==> src/rtl/selecteur_de_multi_if.sv <==
// Raw push-button inputs and registered selection outputs of the dice selector.
interface selecteur_de_multi_if;
  logic       suivant;
  logic       precedent;
  logic       plus_des;
  logic       moins_des;
  logic [2:0] id_de;
  logic [6:0] min_de;
  logic [6:0] faces_de;
  logic [3:0] nb_des;
  logic [9:0] somme_min;
  logic [9:0] somme_max;
  logic       maj;

  modport master (
    output suivant, precedent, plus_des, moins_des,
    input  id_de, min_de, faces_de, nb_des, somme_min, somme_max, maj
  );

  modport slave (
    input  suivant, precedent, plus_des, moins_des,
    output id_de, min_de, faces_de, nb_des, somme_min, somme_max, maj
  );
endinterface

==> src/rtl/selecteur_de_multi.sv <==
// Debounced dice-type / dice-count selector: four buttons step the die type and
// count, and the per-die bounds and total roll range are published as registers.
module selecteur_de_multi #(
  parameter int NB_TYPES   = 8,
  parameter int NB_DES_MAX = 9,
  parameter int ID_INIT    = 2,
  parameter int ANTIREBOND = 16,
  parameter int BOUCLE     = 1
) (
  input  logic                 clk,
  input  logic                 reset_n,
  selecteur_de_multi_if.slave  bus
);

  localparam int         CW      = (ANTIREBOND < 2) ? 1 : $clog2(ANTIREBOND);
  localparam logic [2:0] ID_MAX  = 3'(NB_TYPES - 1);
  localparam logic [2:0] ID_RST  = 3'(ID_INIT);
  localparam logic [3:0] NB_MAX  = 4'(NB_DES_MAX);

  localparam int B_SUIV  = 0;
  localparam int B_PREC  = 1;
  localparam int B_PLUS  = 2;
  localparam int B_MOINS = 3;

  function automatic logic [6:0] f_faces(input logic [2:0] id);
    case (id)
      3'd0:    return 7'd2;
      3'd1:    return 7'd4;
      3'd2:    return 7'd6;
      3'd3:    return 7'd8;
      3'd4:    return 7'd10;
      3'd5:    return 7'd12;
      3'd6:    return 7'd20;
      default: return 7'd100;
    endcase
  endfunction

  // d10 and d100 are numbered from zero.
  function automatic logic [6:0] f_min(input logic [2:0] id);
    case (id)
      3'd4, 3'd7: return 7'd0;
      default:    return 7'd1;
    endcase
  endfunction

  logic [3:0]    w_raw;
  logic [3:0]    r_sync1;
  logic [3:0]    r_sync2;
  logic [3:0]    r_acc;
  logic [3:0]    r_acc_d;
  logic [3:0]    r_press;
  logic [CW-1:0] r_cnt [4];

  assign w_raw = {bus.moins_des, bus.plus_des, bus.precedent, bus.suivant};

  // Synchroniser, debounce and rising-edge detection for all four buttons.
  // NOTE: sequential state uses non-blocking assignments so every register
  // samples the pre-edge values of the others, matching real flip-flops.
  always_ff @(posedge clk or negedge reset_n) begin
    if (!reset_n) begin
      r_sync1 <= '0;
      r_sync2 <= '0;
      r_acc   <= '0;
      r_acc_d <= '0;
      r_press <= '0;
      // NOTE: the counter array is a handful of flops, not a RAM, so it is
      // safe and desirable to clear it with the asynchronous reset.
      for (int b = 0; b < 4; b++) r_cnt[b] <= '0;
    end else begin
      r_sync1 <= w_raw;
      r_sync2 <= r_sync1;
      r_acc_d <= r_acc;
      r_press <= r_acc & ~r_acc_d;
      for (int b = 0; b < 4; b++) begin
        if (r_sync2[b] == r_acc[b]) begin
          r_cnt[b] <= '0;
        end else if (r_cnt[b] == CW'(ANTIREBOND - 1)) begin
          r_acc[b] <= r_sync2[b];
          r_cnt[b] <= '0;
        end else begin
          r_cnt[b] <= r_cnt[b] + 1'b1;
        end
      end
    end
  end

  logic [2:0] r_id;
  logic [3:0] r_nb;
  logic [6:0] r_min;
  logic [6:0] r_faces;
  logic [9:0] r_smin;
  logic [9:0] r_smax;
  logic       r_maj;

  logic [2:0] w_id_nxt;
  logic [3:0] w_nb_nxt;
  logic [6:0] w_min_nxt;
  logic [6:0] w_faces_nxt;
  logic [6:0] w_top_nxt;
  logic [9:0] w_smin_nxt;
  logic [9:0] w_smax_nxt;

  // NOTE: defaults first, so every path assigns both outputs and no latch forms.
  always_comb begin
    w_id_nxt = r_id;
    w_nb_nxt = r_nb;
    if (r_press[B_SUIV] && !r_press[B_PREC]) begin
      if (r_id == ID_MAX) w_id_nxt = (BOUCLE != 0) ? 3'd0 : r_id;
      else                w_id_nxt = r_id + 3'd1;
    end else if (r_press[B_PREC] && !r_press[B_SUIV]) begin
      if (r_id == 3'd0) w_id_nxt = (BOUCLE != 0) ? ID_MAX : r_id;
      else              w_id_nxt = r_id - 3'd1;
    end
    if (r_press[B_PLUS] && !r_press[B_MOINS]) begin
      if (r_nb < NB_MAX) w_nb_nxt = r_nb + 4'd1;
    end else if (r_press[B_MOINS] && !r_press[B_PLUS]) begin
      if (r_nb > 4'd1) w_nb_nxt = r_nb - 4'd1;
    end
  end

  assign w_min_nxt   = f_min(w_id_nxt);
  assign w_faces_nxt = f_faces(w_id_nxt);
  assign w_top_nxt   = w_min_nxt + w_faces_nxt - 7'd1;
  assign w_smin_nxt  = {6'd0, w_nb_nxt} * {3'd0, w_min_nxt};
  assign w_smax_nxt  = {6'd0, w_nb_nxt} * {3'd0, w_top_nxt};

  // Bounds are computed from the next selection so they move with id/count.
  always_ff @(posedge clk or negedge reset_n) begin
    if (!reset_n) begin
      r_id    <= ID_RST;
      r_nb    <= 4'd1;
      r_min   <= f_min(ID_RST);
      r_faces <= f_faces(ID_RST);
      r_smin  <= 10'(f_min(ID_RST));
      r_smax  <= 10'(f_min(ID_RST) + f_faces(ID_RST) - 7'd1);
      r_maj   <= 1'b0;
    end else begin
      r_id    <= w_id_nxt;
      r_nb    <= w_nb_nxt;
      r_min   <= w_min_nxt;
      r_faces <= w_faces_nxt;
      r_smin  <= w_smin_nxt;
      r_smax  <= w_smax_nxt;
      r_maj   <= (w_id_nxt != r_id) || (w_nb_nxt != r_nb);
    end
  end

  assign bus.id_de     = r_id;
  assign bus.nb_des    = r_nb;
  assign bus.min_de    = r_min;
  assign bus.faces_de  = r_faces;
  assign bus.somme_min = r_smin;
  assign bus.somme_max = r_smax;
  assign bus.maj       = r_maj;

endmodule

==> src/flat_wrapper.sv <==
// flat-port wrapper written by rule: the top's interface ports become plain ports
module selecteur_de_multi_flat 
#(
  parameter int NB_TYPES   = 8,
  parameter int NB_DES_MAX = 9,
  parameter int ID_INIT    = 2,
  parameter int ANTIREBOND = 16,
  parameter int BOUCLE     = 1
)
  (clk, reset_n, bus_suivant, bus_precedent, bus_plus_des, bus_moins_des, bus_id_de, bus_min_de, bus_faces_de, bus_nb_des, bus_somme_min, bus_somme_max, bus_maj);
  selecteur_de_multi_if bus_i ();
  input  logic clk;
  input  logic reset_n;
  input wire logic [$bits(bus_i.suivant)-1:0] bus_suivant;
  input wire logic [$bits(bus_i.precedent)-1:0] bus_precedent;
  input wire logic [$bits(bus_i.plus_des)-1:0] bus_plus_des;
  input wire logic [$bits(bus_i.moins_des)-1:0] bus_moins_des;
  output wire logic [$bits(bus_i.id_de)-1:0] bus_id_de;
  output wire logic [$bits(bus_i.min_de)-1:0] bus_min_de;
  output wire logic [$bits(bus_i.faces_de)-1:0] bus_faces_de;
  output wire logic [$bits(bus_i.nb_des)-1:0] bus_nb_des;
  output wire logic [$bits(bus_i.somme_min)-1:0] bus_somme_min;
  output wire logic [$bits(bus_i.somme_max)-1:0] bus_somme_max;
  output wire logic [$bits(bus_i.maj)-1:0] bus_maj;
  assign bus_i.suivant = bus_suivant;
  assign bus_i.precedent = bus_precedent;
  assign bus_i.plus_des = bus_plus_des;
  assign bus_i.moins_des = bus_moins_des;
  assign bus_id_de = bus_i.id_de;
  assign bus_min_de = bus_i.min_de;
  assign bus_faces_de = bus_i.faces_de;
  assign bus_nb_des = bus_i.nb_des;
  assign bus_somme_min = bus_i.somme_min;
  assign bus_somme_max = bus_i.somme_max;
  assign bus_maj = bus_i.maj;
  selecteur_de_multi #(.NB_TYPES(NB_TYPES), .NB_DES_MAX(NB_DES_MAX), .ID_INIT(ID_INIT), .ANTIREBOND(ANTIREBOND), .BOUCLE(BOUCLE)) u_core (.clk(clk), .reset_n(reset_n), .bus(bus_i));
endmodule
==> config.mk <==
export PLATFORM = sky130hd
export DESIGN_NAME = selecteur_de_multi_flat
export DESIGN_NICKNAME = d
export VERILOG_FILES = /design/src/rtl/selecteur_de_multi_if.sv /design/src/rtl/selecteur_de_multi.sv /design/src/flat_wrapper.sv
export SDC_FILE = /design/constraint.sdc
export NUM_CORES = 1
export LEC_CHECK = 0
export BUFFER_PORTS_ARGS = -buffer_cell sky130_fd_sc_hd__buf_2
export CAP_MARGIN = 20
export CORE_MARGIN = 10
export CORE_UTILIZATION = 40
export CTS_BUF_LIST = sky130_fd_sc_hd__clkbuf_8
export CTS_CLUSTER_SIZE = 20
export DETAILED_ROUTE_END_ITERATION = 8
export PLACE_DENSITY_LB_ADDON = 0.25
export SLEW_MARGIN = 10
export SYNTH_ARGS = -nofsm -noshare
export SYNTH_HDL_FRONTEND = slang
export SYNTH_SLANG_ARGS = --single-unit
==> constraint.sdc <==
create_clock -name clk -period 9 [get_ports clk]
set_input_delay 0.9 -clock clk [delete_from_list [all_inputs] [get_ports clk]]
set_output_delay 0.9 -clock clk [all_outputs]
set_load 0.01 [all_outputs]
-- After elaboration in Yosys (flattened, before gate mapping)
Index checks and enable logic that the tools add are counted.
- add/subtract/negate cells: 10
- $mul: 2
- order comparisons: 2
- equality and inequality tests: 18
- muxes and demuxes: 18
- bitwise logic cells: 6
- reductions and logical operators: 16
- operators with widths (kind ; number):
    $pmux 7 s7 ; 1
    $mux 4 ; 12
    $add 4x1->4 const B ; 5
    $eq 4x4->1 const B ; 4
    $eq 3x3->1 const B ; 5
    $mux 3 ; 4
    $mul 4x7->10 ; 1
    $reduce_and 2->1 ; 4
    $add 1x7->7 ; 1
    $sub 7x1->7 const B ; 1
    $eq 3x2->1 const B ; 2
    $logic_not 3->1 ; 2
    $mul 4x1->5 ; 1
    $and 4x4->4 ; 1
    $eq 1x1->1 ; 4
    $gt 4x1->1 const B ; 1
    $logic_and 1x1->1 ; 4
    $logic_not 1->1 ; 4
    $lt 4x4->1 const B ; 1
    $ne 4x4->1 ; 1
    $not 1->1 ; 4
    $not 4->4 ; 1
    $sub 4x1->4 const B ; 1
    $add 3x1->3 const B ; 1
    other kinds (6) ; 6
- flip-flop bits (word level): 72
- input port bits: 6
- word-level logic and storage cells: 91

-- Longest topological paths before layout
Gate-level depths: netlist of the first run.
- depth after elaboration: 10
- mapped depth: 22
- gate-level depth less buffers: 22

-- Least setup slack after synthesis of the first run
OpenSTA, ideal clock, no wires.
- path kind: register to register
- from: register u_core.r_id[1] (netlist: u_core.bus.id_de[1])
- to: register u_core.r_smax[9] (netlist: u_core.bus.somme_max[9])
- arrival: 4.621 ns
- required time: 8.920 ns
- slack: 4.299 ns
- stages on the path, launching flop included: 20
- cell sequence: dfstp_2 inv_1 ha_1 mux2_2 nand2_1 o21ai_0 inv_1 ha_1 nor2_1 nor2_2 ha_1 nor2_1 fa_1 fa_1 ha_1 a211oi_1 o21bai_1 o41ai_1 xnor2_1 xnor2_1
- word-level cells in the longest chain between the ends: 10
- RTL lines (element ; line ; source):
    start: declaration ; selecteur_de_multi.sv:87 ; logic [2:0] r_id;
    start signal: assignment ; selecteur_de_multi.sv:138 ; r_id <= w_id_nxt;
    $sub 3x1->3 / $logic_not 3->1 (equally long branches) ; selecteur_de_multi.sv:112, selecteur_de_multi.sv:111 ;
    $mux 3 ; selecteur_de_multi.sv:111 ; if (r_id == 3'd0) w_id_nxt = (BOUCLE != 0) ? ID_MAX : r_id;
    $mux 3 ; selecteur_de_multi.sv:110 ; end else if (r_press[B_PREC] && !r_press[B_SUIV]) begin
    $mux 3 (*) ; selecteur_de_multi.sv:107 ; if (r_press[B_SUIV] && !r_press[B_PREC]) begin
    named net u_core.w_id_nxt[1] ; selecteur_de_multi.sv:95 ; logic [2:0] w_id_nxt;
    $eq 3x3->1 (on tied branches) ; selecteur_de_multi.sv:40, selecteur_de_multi.sv:26 ;
    $reduce_or 2->1 ; selecteur_de_multi.sv:40 ; case (id)
    $mux 1 ; selecteur_de_multi.sv:40 ;
    $add 1x7->7 (*) ; selecteur_de_multi.sv:123 ; assign w_top_nxt = w_min_nxt + w_faces_nxt - 7'd1;
    $sub 7x1->7 (*) ; selecteur_de_multi.sv:123 ;
    $mul 4x7->10 (*) ; selecteur_de_multi.sv:125 ; assign w_smax_nxt = {6'd0, w_nb_nxt} * {3'd0, w_top_nxt};
    named net u_core.w_smax_nxt[9] ; selecteur_de_multi.sv:101 ; logic [9:0] w_smax_nxt;
    end signal: assignment ; selecteur_de_multi.sv:135 ; r_smax <= 10'(f_min(ID_RST) + f_faces(ID_RST) - 7'd1);
    end signal: assignment ; selecteur_de_multi.sv:143 ; r_smax <= w_smax_nxt;
    end: declaration ; selecteur_de_multi.sv:92 ; logic [9:0] r_smax;
Mark *: on every way through the listed nets, which the timed path passes. The rest lies on a longest branch.
A chain may end at the register's enable or synchronous reset.

-- Worst setup path after layout of the first run
Ends and elaborated chain as after synthesis.

==> flow_summary.ini, run 1 <==
[sta]
post-route-min-period_ns = 5.08
tightest_slew_ns = 0.845
holdWs_ns = 0.351
finalSetupViolations = 0
maxSlewHeadroom_pct = 43.4
fmax_mhz = 197
setup-tns-final_ns = 0
hold_viol = 0
finClkSkew_ns = 0.0136
final.period_utilization_pct = 56.4
finalMaxSlewViolations = 0
grt_setup_unrepaired = false

[finish]
drive_gt1_share_pct = 19.9
nets = 412
register_area_mm2 = 0.00161
synthToLayoutAreaGrowth_pct = 12.7
nFillCells = 827
n_antenna_cell = 0
final_common_cell = dfrtp_1
final_cell_mix = 56 x dfrtp_1, 41 x nor2_1, 37 x inv_1, 34 x buf_2, 29 x ha_1
multi_input_area_mm2 = 0.00166

[synth]
synth_edf_count = 0
synth_xor_area_share_pct = 4.93
syn_avg_cell_area_um2 = 10.7
synth-simple-area-share_pct = 13.0
synth_ff_type = dfrtp_1
async_flop_share_pct = 100
yosys_warnings = 0
yosysUniqueCellTypes = 50
synth-compound-area-share_pct = 9.39
syn_inst = 330
synthAdderAreaFrac_pct = 15.9
synth_seq_cells = 64
synth_mux_area_share_pct = 2.48
synth-seq-area-share_pct = 45.6
synth_top_family_by_area = adder cells
netlist_area_mm2 = 0.00353

[detailed_routing]
routed_wl_um = 6350
avgViaCountPerCell = 4.79
drtPass1Iterations = 4
drc = 0
vias = 2301
wl_per_cell_um = 13.2
ant_nets = 0
initialDrtViolationCount = 92

[clocking]
clock-root-buffer = clkbuf_8
clock_latency_ns = 0.34
cts_tree = built
htreeDepth = 3
cts_hold_buf = 0
clkTransAtPathRegs_ns = 0.08
cts_sinks = 64
clockBufferDepth = 2
ctsResizeCount = 0
postCtsSetupRepairBufs = 0
cts-buffers-inserted = 9

[global_routing]
grt_max_degree = 65
grt_pass1_wl_um = 11100
grt_pass1_vias = 2370
antenna_found_initial = 0
overflow = 0
groute.usage.overall_pct = 10.3

[worst_setup_path]
cp.arrival_ns = 5.34
critical_path_class = reg -> reg
start_kind = flop
crit_required_ns = 9.26
path_max_fanout = 6
critical_path.endpoint_type = flop

[place]
port_buffers = 34
hpwl_um = 4690
place_congestion = 0.762

[pwr]
power_leakage_nw = 2.09
p_per_area_mw_per_mm2 = 164
vdd_ir_drop_max_mv = 0.101
total_power_uw = 654

[floorplan]
rows = 34
core_area_mm2 = 0.00864
die_h_um = 114
initial_core_util_pct = 40.9
fp.dieW_um = 114
dieArea_mm2 = 0.0130
num_io_pins = 48

[run_status]
status = finished clean

[worst_hold_path]
holdCritPathClass = reg -> reg

[run]
drv_cap = 0
state kept, by name (all words and copies together) (netlist names):
register,cells
u_core.r_acc,4
u_core.r_acc_d,4
u_core.bus.id_de,3
u_core.bus.maj,1
u_core.bus.nb_des,4
u_core.r_cnt,16
u_core.bus.min_de,1
u_core.bus.faces_de,5
u_core.bus.somme_min,4
u_core.r_sync1,4
u_core.r_press,4
u_core.bus.somme_max,10
u_core.r_sync2,4
routing by layer:
layer | GRT usage [%] | vias to the layer above | wire (µm)
met5 | 0 | - | 0
met3 | 3.15 | 8 | 312
met4 | 4.59 | 0 | 85
met1 | 13.1 | 1105 | 3030
met2 | 15.9 | 51 | 2920
li1 | - | 1137 | -
worst paths after layout:
path | startpoint | endpoint | slack (ns) | depth (start not counted)
max | u_core.bus.id_de[1] | u_core.bus.somme_max[9] | 3.92 | 19
min | u_core.r_sync1[0] | u_core.r_sync2[0] | 0.35 | 0
max reg2reg | u_core.bus.id_de[1] | u_core.bus.somme_max[9] | 3.92 | 19
min reg2reg | u_core.r_sync1[0] | u_core.r_sync2[0] | 0.35 | 0
max in group asynchronous | reset_n | u_core.bus.somme_max[4] | 7.75 | 2
min in group asynchronous | reset_n | u_core.r_sync1[0] | 0.73 | 2
stage by stage:
stage               util [%]  setup WS (ns)  instances  cell area, µm²
floorplan                  -           4.30        342            3580
global placement        43.2           4.11        464            3730
detailed placement      43.2           3.94        464            3730
CTS                     46.1           3.90        480            3980
global route            46.1           3.46        480            3980
finish                  46.1           3.92        480            3980
power by group:
part,switching [mW],leakage (nW),total (mW),internal (mW)
logic,0.0267,1.13,0.0418,0.0152
clock network,0.119,0.125,0.307,0.187
registers,0.00723,0.836,0.305,0.298
area by class of cell:
type	count	area share, %
clock buffer	9	3.11
clock inverter	7	3.14
inverter	38	3.58
multi-input combinational	219	41.8
sequential	64	40.5
tap	108	3.40
timing repair buffer	35	4.46
cells in the mapped netlist, types with 5 or more instances:
library cell,number,share of area [%]
dfrtp_1,56,40
nor2_1,41,4.4
inv_1,37,3.9
ha_1,29,10
a21oi_1,21,3.0
xnor2_1,15,3.7
buf_4,14,3.0
fa_1,10,5.7
nand2_1,10,1.1
o21ai_0,10,1.4
dfstp_2,8,6.0
nor2b_1,8,1.4
mux2_2,6,1.9
nand3_1,6,0.85
nand4b_1,5,1.2
nor3b_1,5,1.1
cells by family after synthesis:
family | Yosys count
xor gates and xnor gates | 19
other | 1
adders and majority gates | 39
buffers and inverters | 59
and+or+nand+nor | 88
DFF | 64
muxes | 8
AOI/OAI and AO/OA | 52
worst max-delay path, stage by stage (launching register included):
cell and delay (ns):
dfstp_2 0.58, inv_1 0.07, ha_1 0.31, mux2_2 0.27, nand2_1 0.06, o21ai_0 0.17, inv_1 0.13, ha_1 0.23
nor2_1 0.08, nor2_2 0.21, ha_1 0.33, nor2_1 0.16, fa_1 0.47, fa_1 0.55, ha_1 0.33, a211oi_1 0.24
o21bai_1 0.13, o41ai_1 0.34, xnor2_1 0.18, xnor2_1 0.13
Note: power is estimated with default switching activity, not from simulation.
==> run 2, diff against run 1 <==
--- a/config.mk
+++ b/config.mk
@@ -5,6 +5,7 @@
 export SDC_FILE = /design/constraint.sdc
 export NUM_CORES = 1
 export LEC_CHECK = 0
+export ABC_AREA = 1
 export BUFFER_PORTS_ARGS = -buffer_cell sky130_fd_sc_hd__buf_2
 export CAP_MARGIN = 20
 export CORE_MARGIN = 10
==> constraint.sdc (replaced) <==
create_clock -name clk -period 4.21 [get_ports clk]
set_input_delay 0.421 -clock clk [delete_from_list [all_inputs] [get_ports clk]]
set_output_delay 0.421 -clock clk [all_outputs]
set_load 0.01 [all_outputs]
==> flow_summary.ini, run 2 <==
[pwr]
vdd_ir_drop_max_mv = 0.235
power_leakage_nw = 2.41
p_per_area_mw_per_mm2 = 378

[floorplan]
core_area_mm2 = 0.00834
dieArea_mm2 = 0.0128
rows = 33
initial_core_util_pct = 41.7
num_io_pins = 48
fp.dieW_um = 113
die_h_um = 113

[sta]
fmax_mhz = 244
final.setup.worst_slack_ns = 0.105
post-route-min-period_ns = 4.10
finClkSkew_ns = 0.0118
finalMaxSlewViolations = 0
tightest_slew_ns = 0.595
grt_setup_unrepaired = true
final.period_utilization_pct = 97.5
finalSetupViolations = 0
holdWs_ns = 0.173
hold_viol = 0
maxSlewHeadroom_pct = 60.2

[worst_setup_path]
path_max_fanout = 4
path_cells = inv_4, ha_4, inv_2, o211ai_1, nand2_1, o31ai_4, inv_2, ha_2, a21oi_2, ha_4, nor2_4, fa_1, fa_2, buf_4, fa_2, nand3_1, nand2_2, a21oi_2, nor2_1, nor2_1, xnor2_1
start_kind = flop
crit_required_ns = 4.49
crit_family = adder cells
cp.arrival_ns = 4.38
critPathBufInv = 4
max_stage_delay_ns = 0.57
slowest_stage = dfstp_2
critical_path.endpoint_type = flop
critical_path_class = reg -> reg

[synth]
synth_edf_count = 0
yosys-top-cells-area = dfrtp_1 40%, ha_1 10%, nor2_1 7.1%
syn_avg_cell_area_um2 = 9.55
synth_seq_cells = 64
synth-seq-area-share_pct = 46.3
synth_commonest_cells = 66 x nor2_1, 56 x dfrtp_1, 55 x inv_1, 31 x nand2_1, 29 x ha_1
netlist_area_mm2 = 0.00348
synth.most_common_cell = nor2_1
async_flop_share_pct = 100
synth_top_area_share_pct = 40.3
yosysUniqueCellTypes = 33
yosys_warnings = 0
synth_ff_type = dfrtp_1
yosys.area.top_type = dfrtp_1
syn_inst = 364

[global_routing]
antenna_found_initial = 0
grt_pass1_wl_um = 12100
grt_pass1_vias = 2708
overflow = 0
groute.usage.overall_pct = 11.3
grt_max_degree = 48

[finish]
largest-register = u_core.r_cnt
final_cell_mix = 59 x nor2_1, 55 x dfrtp_1, 46 x inv_1, 41 x buf_4, 34 x buf_2
synthToLayoutAreaGrowth_pct = 30.2
drive_gt1_share_pct = 37.9
nets = 496
n_antenna_cell = 0
largest_register_ffs = 16
final_common_cell = nor2_1

[place]
place_congestion = 0.868
hpwl_um = 5150
port_buffers = 34
place_ws_ns = -0.0525

[worst_hold_path]
holdCritPathClass = in -> reg

[detailed_routing]
initialDrtViolationCount = 50
ant_nets = 0
drc = 0
drtPass1Iterations = 4
avgViaCountPerCell = 4.52
routed_wl_um = 7060
wl_per_cell_um = 12.6
vias = 2536

[clocking]
clock-root-buffer = clkbuf_8
clockBufferDepth = 2
htreeDepth = 3
cts_sinks = 64
cts-buffers-inserted = 9
cts_tree = built
clock_latency_ns = 0.35
clkTransAtPathRegs_ns = 0.08

[run]
drv_cap = 0

[run_status]
status = finished clean
-- run 2: area by class of cell --
type | count | area (µm²)
fill | 772 | 3810
multi-input combinational | 232 | 1770
sequential | 64 | 1610
timing repair buffer | 78 | 528
inverter | 66 | 253
tap | 105 | 131
clock buffer | 9 | 124
clock inverter | 7 | 104
-- run 2: logic make-up (layout without fill, tap and decap cells) --
| kind of cell | Yosys count | in the layout | share of synthesized area, % |
|---|---|---|---|
| other | 1 | 13 | 0.108 |
| buffers and inverters | 80 | 160 | 10.1 |
| and+or+nand+nor | 130 | 130 | 16.4 |
| adders and majority gates | 39 | 39 | 16.2 |
| xor gates and xnor gates | 22 | 22 | 5.54 |
| AOI/OAI and AO/OA | 28 | 28 | 5.29 |
| DFF | 64 | 64 | 46.3 |
-- run 2: path summary, 6_finish.rpt --
check	from	end	slack (ns)	cells after the start
max	u_core.bus.id_de[1]	u_core.bus.somme_max[8]	0.11	21
min	bus_suivant	u_core.r_sync1[0]	0.17	1
max reg2reg	u_core.bus.id_de[1]	u_core.bus.somme_max[8]	0.11	21
min reg2reg	u_core.r_sync1[1]	u_core.r_sync2[1]	0.35	0
max in group asynchronous	reset_n	u_core.bus.id_de[1]	3.14	3
min in group asynchronous	reset_n	u_core.r_cnt[14]	0.48	2
-- run 2: where the power goes --
| part | internal (mW) | leakage, nW | total [mW] | switching (mW) |
|---|---|---|---|---|
| logic | 0.196 | 1.46 | 0.414 | 0.219 |
| registers | 0.664 | 0.834 | 0.687 | 0.0232 |
| clock network | 0.340 | 0.114 | 0.609 | 0.268 |
-- run 2: per-layer routing --
metal | part of all wire (%) | global-route usage [%] | vias up | routed length, µm
met5 | 0 | 0 | - | 0
met4 | 1.8 | 6.01 | 0 | 128
met3 | 4.7 | 2.91 | 12 | 330
met2 | 48 | 18.4 | 51 | 3370
met1 | 46 | 13.5 | 1199 | 3230
li1 | - | - | 1274 | -
-- run 2: per-stage QoR --
stage          instance area [µm²]  TNS [ns]  instances  total power, mW  util [%]
3_5_place_dp                  3980    -0.113        532             1.02      47.8
2_1_floorplan                 3550         0        376            0.885         -
5_1_grt                       4530    -0.237        561             1.80      54.3
6_report                      4530         0        561             1.71      54.3
3_3_place_gp                  3980  -0.00653        532             1.02      47.8
4_1_cts                       4300         0        553             1.67      51.6
-- run 2: worst register-to-register path: stages (launching register included) --
cell and delay, ns:
dfstp_2 0.57, inv_4 0.06, ha_4 0.15, inv_2 0.05
o211ai_1 0.08, nand2_1 0.12, o31ai_4 0.11, inv_2 0.11
ha_2 0.21, a21oi_2 0.09, ha_4 0.31, nor2_4 0.05
fa_1 0.57, fa_2 0.46, buf_4 0.16, fa_2 0.38
nand3_1 0.10, nand2_2 0.07, a21oi_2 0.11, nor2_1 0.05
nor2_1 0.12, xnor2_1 0.12
-- run 2: repair_timing --
| item | 4_1_cts | 5_1_grt |
|---|---|---|
| gates resized for setup | 10 | 39 |
| setup endpoints to repair | 4 | 5 |
| hold buffers | 0 | 1 |
| endpoints found under the hold margin | 0 | 10 |
| setup buffers | 5 | 6 |
| pin swaps | 8 | 21 |
